===== src/rtl/dic_pkg.sv =====
// Shared types and constants for the digital clock command front end.
//   dic_state_t : load-sequencing FSM states
//   ASCII_* / KEY_*_DEF : byte codes for digits and default command keys
//   TENS_MAX / ONES_MAX : highest value accepted for a tens / ones digit
package dic_pkg;

    localparam int unsigned BYTE_W  = 8;
    localparam int unsigned DIGIT_W = 4;

    typedef enum logic [2:0] {
        IDLE  = 3'd0,
        LD_MT = 3'd1,
        LD_MO = 3'd2,
        LD_ST = 3'd3,
        LD_SO = 3'd4
    } dic_state_t;

    localparam logic [BYTE_W-1:0] ASCII_0       = 8'h30;
    localparam logic [BYTE_W-1:0] ASCII_9       = 8'h39;
    localparam logic [BYTE_W-1:0] KEY_LOAD_DEF  = 8'h6C;
    localparam logic [BYTE_W-1:0] KEY_RUN_DEF   = 8'h72;
    localparam logic [BYTE_W-1:0] KEY_STOP_DEF  = 8'h73;
    localparam logic [BYTE_W-1:0] KEY_NEXT_DEF  = 8'h6E;
    localparam logic [BYTE_W-1:0] KEY_ABORT_DEF = 8'h1B;

    localparam logic [DIGIT_W-1:0] TENS_MAX = 4'd5;
    localparam logic [DIGIT_W-1:0] ONES_MAX = 4'd9;

    // Tens positions (minutes/seconds) only go to 5; ones positions go to 9.
    function automatic logic [DIGIT_W-1:0] digit_limit(input dic_state_t s);
        return ((s == LD_MT) || (s == LD_ST)) ? TENS_MAX : ONES_MAX;
    endfunction

endpackage


===== src/rtl/dicmd_ctrl_if.sv =====
// Bus between the UART receiver / clock datapath and the command controller.
//   rx_data, rx_valid       : received byte and its one-cycle strobe
//   dicRun                  : clock run enable
//   dicSelectLEDdisp        : advance LED digit select (pulse)
//   ldMtens..ldSones, ld_num: per-digit load strobes and BCD load value
//   load_active, bad_key    : load-mode flag, rejected-byte pulse
// slave modport is the controller, master modport is its environment.
interface dicmd_ctrl_if;
    import dic_pkg::*;

    logic [BYTE_W-1:0]  rx_data;
    logic               rx_valid;
    logic               dicRun;
    logic               dicSelectLEDdisp;
    logic               ldMtens;
    logic               ldMones;
    logic               ldStens;
    logic               ldSones;
    logic [DIGIT_W-1:0] ld_num;
    logic               load_active;
    logic               bad_key;

    modport slave (
        input  rx_data, rx_valid,
        output dicRun, dicSelectLEDdisp, ldMtens, ldMones, ldStens, ldSones,
               ld_num, load_active, bad_key
    );

    modport master (
        output rx_data, rx_valid,
        input  dicRun, dicSelectLEDdisp, ldMtens, ldMones, ldStens, ldSones,
               ld_num, load_active, bad_key
    );

endinterface


===== src/rtl/dicmd_digit_chk.sv =====
// Classifies a received byte as an ASCII decimal digit and range-checks it.
//   i_rx_data     : received byte
//   i_limit       : highest digit value accepted
//   o_is_digit_c  : byte is '0'..'9'
//   o_in_range_c  : byte is a digit no larger than i_limit
//   o_digit_c     : low nibble of the byte (digit value when o_is_digit_c)
module dicmd_digit_chk
    import dic_pkg::*;
(
    input  logic [BYTE_W-1:0]  i_rx_data,
    input  logic [DIGIT_W-1:0] i_limit,
    output logic               o_is_digit_c,
    output logic               o_in_range_c,
    output logic [DIGIT_W-1:0] o_digit_c
);

    assign o_is_digit_c = (i_rx_data >= ASCII_0) && (i_rx_data <= ASCII_9);
    assign o_digit_c    = i_rx_data[DIGIT_W-1:0];
    assign o_in_range_c = o_is_digit_c && (o_digit_c <= i_limit);

endmodule


===== src/rtl/dicmd_ctrl.sv =====
// Command front end for the digital clock: decodes UART key bytes into
// run/freeze, LED select and a four-digit MMSS load sequence.
//   clk, rst : system clock, synchronous active-high reset
//   bus      : dicmd_ctrl_if.slave (rx byte in, datapath controls out)
// All outputs are registered; each byte is answered the following cycle.
module dicmd_ctrl
    import dic_pkg::*;
#(
    parameter logic [BYTE_W-1:0] KEY_LOAD  = KEY_LOAD_DEF,
    parameter logic [BYTE_W-1:0] KEY_RUN   = KEY_RUN_DEF,
    parameter logic [BYTE_W-1:0] KEY_STOP  = KEY_STOP_DEF,
    parameter logic [BYTE_W-1:0] KEY_NEXT  = KEY_NEXT_DEF,
    parameter logic [BYTE_W-1:0] KEY_ABORT = KEY_ABORT_DEF
)
(
    input  logic          clk,
    input  logic          rst,
    dicmd_ctrl_if.slave   bus
);

    dic_state_t         r_state;
    dic_state_t         w_state_nxt;

    logic               r_run;
    logic               r_dic_run;
    logic               r_sel;
    logic               r_ld_mt;
    logic               r_ld_mo;
    logic               r_ld_st;
    logic               r_ld_so;
    logic [DIGIT_W-1:0] r_ld_num;
    logic               r_load_active;
    logic               r_bad_key;

    logic               w_run_nxt;
    logic               w_sel_nxt;
    logic               w_ld_mt_nxt;
    logic               w_ld_mo_nxt;
    logic               w_ld_st_nxt;
    logic               w_ld_so_nxt;
    logic [DIGIT_W-1:0] w_ld_num_nxt;
    logic               w_bad_key_nxt;

    logic [DIGIT_W-1:0] w_limit;
    logic               w_is_digit;
    logic               w_in_range;
    logic [DIGIT_W-1:0] w_digit;
    logic               w_abort;

    assign w_limit = digit_limit(r_state);

    dicmd_digit_chk u_digit_chk (
        .i_rx_data    (bus.rx_data),
        .i_limit      (w_limit),
        .o_is_digit_c (w_is_digit),
        .o_in_range_c (w_in_range),
        .o_digit_c    (w_digit)
    );

    // Abort only counts when the byte is not also being taken as a digit.
    assign w_abort = !w_is_digit && (bus.rx_data == KEY_ABORT);

    // State register
    always_ff @(posedge clk) begin
        if (rst) begin
            r_state <= IDLE;
        end else begin
            r_state <= w_state_nxt;
        end
    end

    // Next-state logic
    always_comb begin
        w_state_nxt = r_state;
        if (bus.rx_valid) begin
            unique case (r_state)
                IDLE:    if (bus.rx_data == KEY_LOAD) w_state_nxt = LD_MT;
                LD_MT:   if (w_in_range) w_state_nxt = LD_MO;
                         else if (w_abort) w_state_nxt = IDLE;
                LD_MO:   if (w_in_range) w_state_nxt = LD_ST;
                         else if (w_abort) w_state_nxt = IDLE;
                LD_ST:   if (w_in_range) w_state_nxt = LD_SO;
                         else if (w_abort) w_state_nxt = IDLE;
                LD_SO:   if (w_in_range || w_abort) w_state_nxt = IDLE;
                default: w_state_nxt = IDLE;
            endcase
        end
    end

    // Output decode (next values for the output registers)
    always_comb begin
        w_run_nxt     = r_run;
        w_sel_nxt     = 1'b0;
        w_ld_mt_nxt   = 1'b0;
        w_ld_mo_nxt   = 1'b0;
        w_ld_st_nxt   = 1'b0;
        w_ld_so_nxt   = 1'b0;
        w_ld_num_nxt  = r_ld_num;
        w_bad_key_nxt = 1'b0;
        if (bus.rx_valid) begin
            if (r_state == IDLE) begin
                if (bus.rx_data == KEY_RUN) begin
                    w_run_nxt = 1'b1;
                end else if (bus.rx_data == KEY_STOP) begin
                    w_run_nxt = 1'b0;
                end else if (bus.rx_data == KEY_NEXT) begin
                    w_sel_nxt = 1'b1;
                end else if (bus.rx_data != KEY_LOAD) begin
                    w_bad_key_nxt = 1'b1;
                end
            end else if (w_in_range) begin
                w_ld_num_nxt = w_digit;
                w_ld_mt_nxt  = (r_state == LD_MT);
                w_ld_mo_nxt  = (r_state == LD_MO);
                w_ld_st_nxt  = (r_state == LD_ST);
                w_ld_so_nxt  = (r_state == LD_SO);
            end else if (!w_abort) begin
                // Out-of-range digits and command keys are rejected in load mode.
                w_bad_key_nxt = 1'b1;
            end
        end
    end

    // Output registers; load_active and dicRun follow the next state so the
    // clock freezes the cycle after 'l' and resumes with the last digit.
    always_ff @(posedge clk) begin
        if (rst) begin
            r_run         <= 1'b0;
            r_dic_run     <= 1'b0;
            r_sel         <= 1'b0;
            r_ld_mt       <= 1'b0;
            r_ld_mo       <= 1'b0;
            r_ld_st       <= 1'b0;
            r_ld_so       <= 1'b0;
            r_ld_num      <= '0;
            r_load_active <= 1'b0;
            r_bad_key     <= 1'b0;
        end else begin
            r_run         <= w_run_nxt;
            r_dic_run     <= w_run_nxt && (w_state_nxt == IDLE);
            r_sel         <= w_sel_nxt;
            r_ld_mt       <= w_ld_mt_nxt;
            r_ld_mo       <= w_ld_mo_nxt;
            r_ld_st       <= w_ld_st_nxt;
            r_ld_so       <= w_ld_so_nxt;
            r_ld_num      <= w_ld_num_nxt;
            r_load_active <= (w_state_nxt != IDLE);
            r_bad_key     <= w_bad_key_nxt;
        end
    end

    assign bus.dicRun           = r_dic_run;
    assign bus.dicSelectLEDdisp = r_sel;
    assign bus.ldMtens          = r_ld_mt;
    assign bus.ldMones          = r_ld_mo;
    assign bus.ldStens          = r_ld_st;
    assign bus.ldSones          = r_ld_so;
    assign bus.ld_num           = r_ld_num;
    assign bus.load_active      = r_load_active;
    assign bus.bad_key          = r_bad_key;

endmodule


===== src/flat_wrapper.sv =====
// flat-port wrapper written by rule: the top's interface ports become plain ports
module dicmd_ctrl_flat import dic_pkg::*;
#(
    parameter logic [BYTE_W-1:0] KEY_LOAD  = KEY_LOAD_DEF,
    parameter logic [BYTE_W-1:0] KEY_RUN   = KEY_RUN_DEF,
    parameter logic [BYTE_W-1:0] KEY_STOP  = KEY_STOP_DEF,
    parameter logic [BYTE_W-1:0] KEY_NEXT  = KEY_NEXT_DEF,
    parameter logic [BYTE_W-1:0] KEY_ABORT = KEY_ABORT_DEF
)
  (clk, rst, bus_rx_data, bus_rx_valid, bus_dicRun, bus_dicSelectLEDdisp, bus_ldMtens, bus_ldMones, bus_ldStens, bus_ldSones, bus_ld_num, bus_load_active, bus_bad_key);
  dicmd_ctrl_if bus_i ();
  input  logic clk;
  input  logic rst;
  input wire logic [$bits(bus_i.rx_data)-1:0] bus_rx_data;
  input wire logic [$bits(bus_i.rx_valid)-1:0] bus_rx_valid;
  output wire logic [$bits(bus_i.dicRun)-1:0] bus_dicRun;
  output wire logic [$bits(bus_i.dicSelectLEDdisp)-1:0] bus_dicSelectLEDdisp;
  output wire logic [$bits(bus_i.ldMtens)-1:0] bus_ldMtens;
  output wire logic [$bits(bus_i.ldMones)-1:0] bus_ldMones;
  output wire logic [$bits(bus_i.ldStens)-1:0] bus_ldStens;
  output wire logic [$bits(bus_i.ldSones)-1:0] bus_ldSones;
  output wire logic [$bits(bus_i.ld_num)-1:0] bus_ld_num;
  output wire logic [$bits(bus_i.load_active)-1:0] bus_load_active;
  output wire logic [$bits(bus_i.bad_key)-1:0] bus_bad_key;
  assign bus_i.rx_data = bus_rx_data;
  assign bus_i.rx_valid = bus_rx_valid;
  assign bus_dicRun = bus_i.dicRun;
  assign bus_dicSelectLEDdisp = bus_i.dicSelectLEDdisp;
  assign bus_ldMtens = bus_i.ldMtens;
  assign bus_ldMones = bus_i.ldMones;
  assign bus_ldStens = bus_i.ldStens;
  assign bus_ldSones = bus_i.ldSones;
  assign bus_ld_num = bus_i.ld_num;
  assign bus_load_active = bus_i.load_active;
  assign bus_bad_key = bus_i.bad_key;
  dicmd_ctrl #(.KEY_LOAD(KEY_LOAD), .KEY_RUN(KEY_RUN), .KEY_STOP(KEY_STOP), .KEY_NEXT(KEY_NEXT), .KEY_ABORT(KEY_ABORT)) u_core (.clk(clk), .rst(rst), .bus(bus_i));
endmodule

===== config.mk =====
export PLATFORM = sky130hd
export DESIGN_NAME = dicmd_ctrl_flat
export DESIGN_NICKNAME = d
export VERILOG_FILES = /design/src/rtl/dic_pkg.sv /design/src/rtl/dicmd_ctrl_if.sv /design/src/rtl/dicmd_digit_chk.sv /design/src/rtl/dicmd_ctrl.sv /design/src/flat_wrapper.sv
export SDC_FILE = /design/constraint.sdc
export NUM_CORES = 1
export LEC_CHECK = 0
export ABC_AREA = 1
export CORE_UTILIZATION = 45
export DETAILED_ROUTE_END_ITERATION = 8
export GPL_ROUTABILITY_DRIVEN = 0
export PLACE_DENSITY = 0.74
export SLEW_MARGIN = 15
export SYNTH_ARGS = -nofsm -noshare
export SYNTH_HDL_FRONTEND = slang
export SYNTH_SLANG_ARGS = --single-unit

===== constraint.sdc =====
create_clock -name clk -period 5.65 [get_ports clk]
set_clock_uncertainty 0.1 [all_clocks]
set_input_delay 0.8475 -clock clk [delete_from_list [all_inputs] [get_ports clk]]
set_output_delay 0.8475 -clock clk [all_outputs]
set_load 0.01 [all_outputs]

Yosys cells after proc, flatten, opt, wreduce, memory -nomap -nowiden. Cells that the tools add are included.

Mux-type cells: 21. Equal/unequal tests: 10. Magnitude comparators: 3. Reductions and logical operators: 14. Bitwise gates (word level): 3.

Operator list (count): $eq A8 B7 Y1 const B (4); $mux W3 (7); $pmux W3 S5 (1); $mux W1 (12); $eq A8 B5 Y1 const B (1); $ge A8 B6 Y1 const B (1); $le A8 B6 Y1 const B (1); $ne A8 B7 Y1 const B (1); $eq A3 B2 Y1 const B (2); $logic_not A3 Y1 (2); $reduce_or A5 Y1 (1); $le A4 B4 Y1 (1); $logic_and A1 B1 Y1 (4); $mux W4 (1); $reduce_or A4 Y1 (1); $eq A3 B1 Y1 const B (1); $eq A3 B3 Y1 const B (1); $not A1 Y1 (3); $reduce_and A3 Y1 (1); $reduce_bool A3 Y1 (1); $logic_or A1 B1 Y1 (2); $reduce_or A2 Y1 (1); $logic_not A1 Y1 (1).

Output and inout port bits: 12. Register bits: 16.

Logic depth before layout (Yosys ltp).
Depth after elaboration: 11. Gate-level depth with buffers: 14.

Modules after synthesis. From an unflattened synthesis, not the netlist that was laid out.

Cell total of the unflattened synthesis: 144. Area, all modules: 947.2 sq um.

By module, submodules not included: dicmd_ctrl (area each 777.0 sq um, instances 1, cells each 116, seq. area each 320.3 sq um); dicmd_digit_chk (area each 170.2 sq um, instances 1, cells each 28, seq. area each 0.0 sq um).

Worst setup path before layout. No wires, ideal clock.

Path type: input to register. Start: in bus_rx_data[3]. End: reg u_core.r_load_active, in the netlist u_core.bus.load_active. Path slack: 3.430 ns. Stages on the path: 10. Data arrival time: 2.008 ns. Setup time: 0.112 ns. Path through: ha_1 nand3_1 a21oi_4 nand2_4 nand2_2 nand3_2 a21oi_2 nand2_1 nor2_1 nor2_1.

Longest elaborated chain between the ends: 9.

Ends and longest elaborated chain: from (decl) (line flat_wrapper.sv:14) `input wire logic [$bits(bus_i.rx_data)-1:0] bus_rx_data;`; $ge A8 B6 Y1 or $le A8 B6 Y1 (tied branches) (line dicmd_digit_chk.sv:17) `assign o_is_digit_c = (i_rx_data >= ASCII_0) && (i_rx_data <= ASCII_9);`; $logic_and A1 B1 Y1 (line dicmd_digit_chk.sv:17); $logic_not A1 Y1 (line dicmd_ctrl.sv:61) `assign w_abort = !w_is_digit && (bus.rx_data == KEY_ABORT);`; $logic_and A1 B1 Y1 (line dicmd_ctrl.sv:61); $mux W3 or $logic_or A1 B1 Y1 (tied branches); $mux W3, on equally long branches; $pmux W3 S5 (*) (line dicmd_ctrl.sv:76) `unique case (r_state)`; $mux W3 (*) (line dicmd_ctrl.sv:75) `if (bus.rx_valid) begin`; $reduce_bool A3 Y1 (*) (line dicmd_ctrl.sv:147) `r_load_active <= (w_state_nxt != IDLE);`; to (signal assigned) (line dicmd_ctrl.sv:147); to (decl) (line dicmd_ctrl.sv:32) `logic r_load_active;`.

Every way passes the cells marked *; elsewhere a longest branch is shown, timed or not. A chain may end at the register's enable or synchronous reset.

Final worst setup path. Ends and elaborated chain as after synthesis.

==> summary.txt <==
Status
  • Status: finished clean

Final layout
  • Fill cells: about 200
  • Layout area overhead: 31.10%
  • Layout cell share with drive strength beyond 1: 0.1646
  • ANT cells: 0
  • Nets: approximately 180
  • Post-Layout Cell Count: 191
  • Max reg flops: 4

Synth
  • Mean Syn Cell Area: 6.764 um2
  • Synth warnings: 0
  • Post-Synthesis Cells: about 140
  • Async S/R FF share, synth: 0
  • Yosys top cell by area: dfxtp_1
  • Leading cell type by number of instances after synthesis: nand2_1
  • Synthesized area: 933.4 um2
  • Synth Flop Type: dfxtp_1
  • #FFs+latches synth: 16
  • Synth top area share: 0.3432
  • Post-synth EDFFs: 0
  • Library cells used by synthesis: 23
  • Syn Nets: about 150
  • Sequential share of the synthesized area: 0.3432
  • Synth cell count leaders: 29 x nand2_1, 20 x nor2_1, 19 x inv_1
  • Synth top area cells: dfxtp_1 34%, nand2_1 12%, nor2_1 8.0%

Floorplanning
  • DIE AREA: 0.002261 mm2
  • Core box area: 0.001962 mm2
  • Die Wd: 47.55 um
  • Row cnt: 16
  • Effective utilization at floorplan: 0.4758
  • Chip height: 47.55 um
  • Ports: 23

Setup path
  • Most common cell on crit path: nor2_1
  • Setup crit end kind: flip-flop
  • WP buf/inv: 1
  • Critical path's top delay family: simple AND/OR/NAND/NOR gates
  • Crit path max fanout: 7
  • Max incr delay on CP: 0.51 ns
  • Worst EP required: 5.74 ns
  • Cell chain of the critical path: clkdlybuf4s50_1 > ha_1 > nand3_1 > a21oi_4 > nand2_4 > nand2_2 > nand3_2 > a21oi_2 > nand2_1 > nor2_1 > nor2_1
  • Kind of critical path: input port to flip-flop
  • Slowest CP cell: clkdlybuf4s50_1
  • Crit start category: input port
  • Crit path DAT: 2.75 ns

Pwr
  • Switching Share: 0.2436
  • Pleak: between 0.0005 and 0.0006 uW
  • Sw Pwr: 52.71 uW
  • Overall power: 216.4 uW
  • Combinational fraction of design power: 0.118
  • Clock Power Share: 0.359
  • Share of power burned in registers: 0.523
  • Pwr/cell area: 176.8 mW/mm2
  • Worst vdd ir: 107.5 uV
  • Internal power: 163.7 uW

Timing
  • Final setup viols: 0
  • Fin. max-slew vios: 0
  • Final hold viol count: 0
  • Fin Setup TNS: 0 ns
  • Relative slew slack: 0.7630
  • Slew @ Worst Pin: 0.3544 ns
  • Period minus WS final: 2.656 ns
  • Tcrit/Tclk final: 0.4701
  • Fmax: around 0.38 GHz
  • RSZ-0062 raised after global routing: no

Global routing
  • Largest net degree at the start of global routing: 10
  • Initial antenna violation count: 0
  • Gr usage total: 0.2022
  • Vias in the first global route: 839
  • Global-route wire length before repair: about 3.2 mm
  • Gr ovfl total: 0

CTS
  • Clock sink count: 16
  • Post-CTS sizing: 0
  • H-tree Lvls: 1
  • CTS buffer count: 3
  • Clock latency at the later pin of the worst-skew pair: 0.29 ns
  • CTS tree: done
  • Root Buffer: clkbuf_4
  • Post-CTS setup buffers: 0
  • Hold buffers post-CTS: 0
  • Clock Path Buffers: 2
  • Clock-pin slew on the worst setup and hold paths: 0.10 ns

Place
  • IO Port Bufs: 22
  • Placed Cells: 187
  • DP HPWL: 1.657 mm

Drt
  • Initial DRC Count: 19
  • Via count: 938
  • Antenna-violating nets left: 0
  • Avg WL per Cell: 10.63 um
  • DRC errors left: 0
  • Vias per cell: 4.911
  • DR pass1 iterations: 4
  • DRT Wirelength: a little over 2 mm

Worst hold path
  • Tightest Hold Check Type: flip-flop to flip-flop

Run
  • # Max-Cap Violations: 0
[final timing paths]
kind,start,to,slack (ns),cells past startpoint
max,bus_rx_data[3],u_core.bus.load_active,2.99,11
min,u_core.bus.ld_num[1],u_core.bus.ld_num[1],0.42,2
max reg2reg,u_core.r_state[0],u_core.bus.load_active,3.42,13
min reg2reg,u_core.bus.ld_num[1],u_core.bus.ld_num[1],0.42,2
[cell usage in the layout (no fill, tap or decap)]
cell,n
nand2_1,29
clkdlybuf4s50_1,22
nor2_1,20
inv_1,19
dfxtp_1,16
a21oi_1,8
nand3_1,7
inv_2,5
nor2_2,4
nand2_2,4
o21ai_1,4
nand4_1,4
nor3_1,3
clkbuf_4,3
nor2_4,2
nand3_2,2
a21oi_2,2
ha_1,2
a21oi_4,1
clkinv_1,1
nand2_4,1
nor3_4,1
o21ai_0,1
nor4_1,1
nor3_2,1
clkbuf_8,1
[power groups by stage]
stage                     Sequential (uW)  Clock, uW  Combinational [uW]
final                                 113       77.6                25.5
after CTS                             113       78.6                25.5
after global placement                116          0                25.0
after detailed placement              116          0                25.4
after floorplan                       116          0                12.2
after global routing                  113       83.4                28.2
[layout make-up]
type | count | area (um2) | share of cell area
multi-input cells | 97 | 519.2 | 0.4243
flip-flops and latches | 16 | 320.3 | 0.2618
repair buffers | 22 | 220.2 | 0.1800
inverters | 25 | 93.84 | 0.07669
clock buffers | 4 | 36.28 | 0.02965
well taps | 27 | 33.78 | 0.02761
[kinds of logic after synthesis]
kind of cell               synth area share
and+or+nand+nor                      0.4236
buffers and inverters                0.1005
AOI/OAI and AO/OA                    0.1059
DFF                                  0.3432
adders and majority gates           0.02681
[metal layers]
metal	vias up	share of wire	track usage
met4	0	0.017	0.08889
met5	-	0	0
li1	489	-	-
met2	32	0.48	0.3205
met1	410	0.44	0.2562
met3	7	0.061	0.05660
[worst reg2reg max path, cell delays in order, from the launching register on]
cell and delay [ns]:
dfxtp_1 0.43, inv_1 0.12, nor2_2 0.13, inv_2 0.05, ha_1 0.29, nand3_1 0.13
a21oi_4 0.23, nand2_4 0.11, nand2_2 0.08, nand3_2 0.06, a21oi_2 0.15, nand2_1 0.10
nor2_1 0.11, nor2_1 0.04
[metrics by stage]
stage          hold slack (ns)  setup WS [ns]    util  area, um2
2_1_floorplan           0.3960          3.430       -      933.4
3_3_place_gp            0.4069          2.800  0.6052       1187
3_5_place_dp            0.4107          2.708  0.6052       1187
4_1_cts                 0.4297          2.992  0.6237       1224
5_1_grt                 0.4424          2.874  0.6237       1224
6_report                0.4229          2.994  0.6237       1224
No activity file was read; power rests on OpenSTA's default activity.
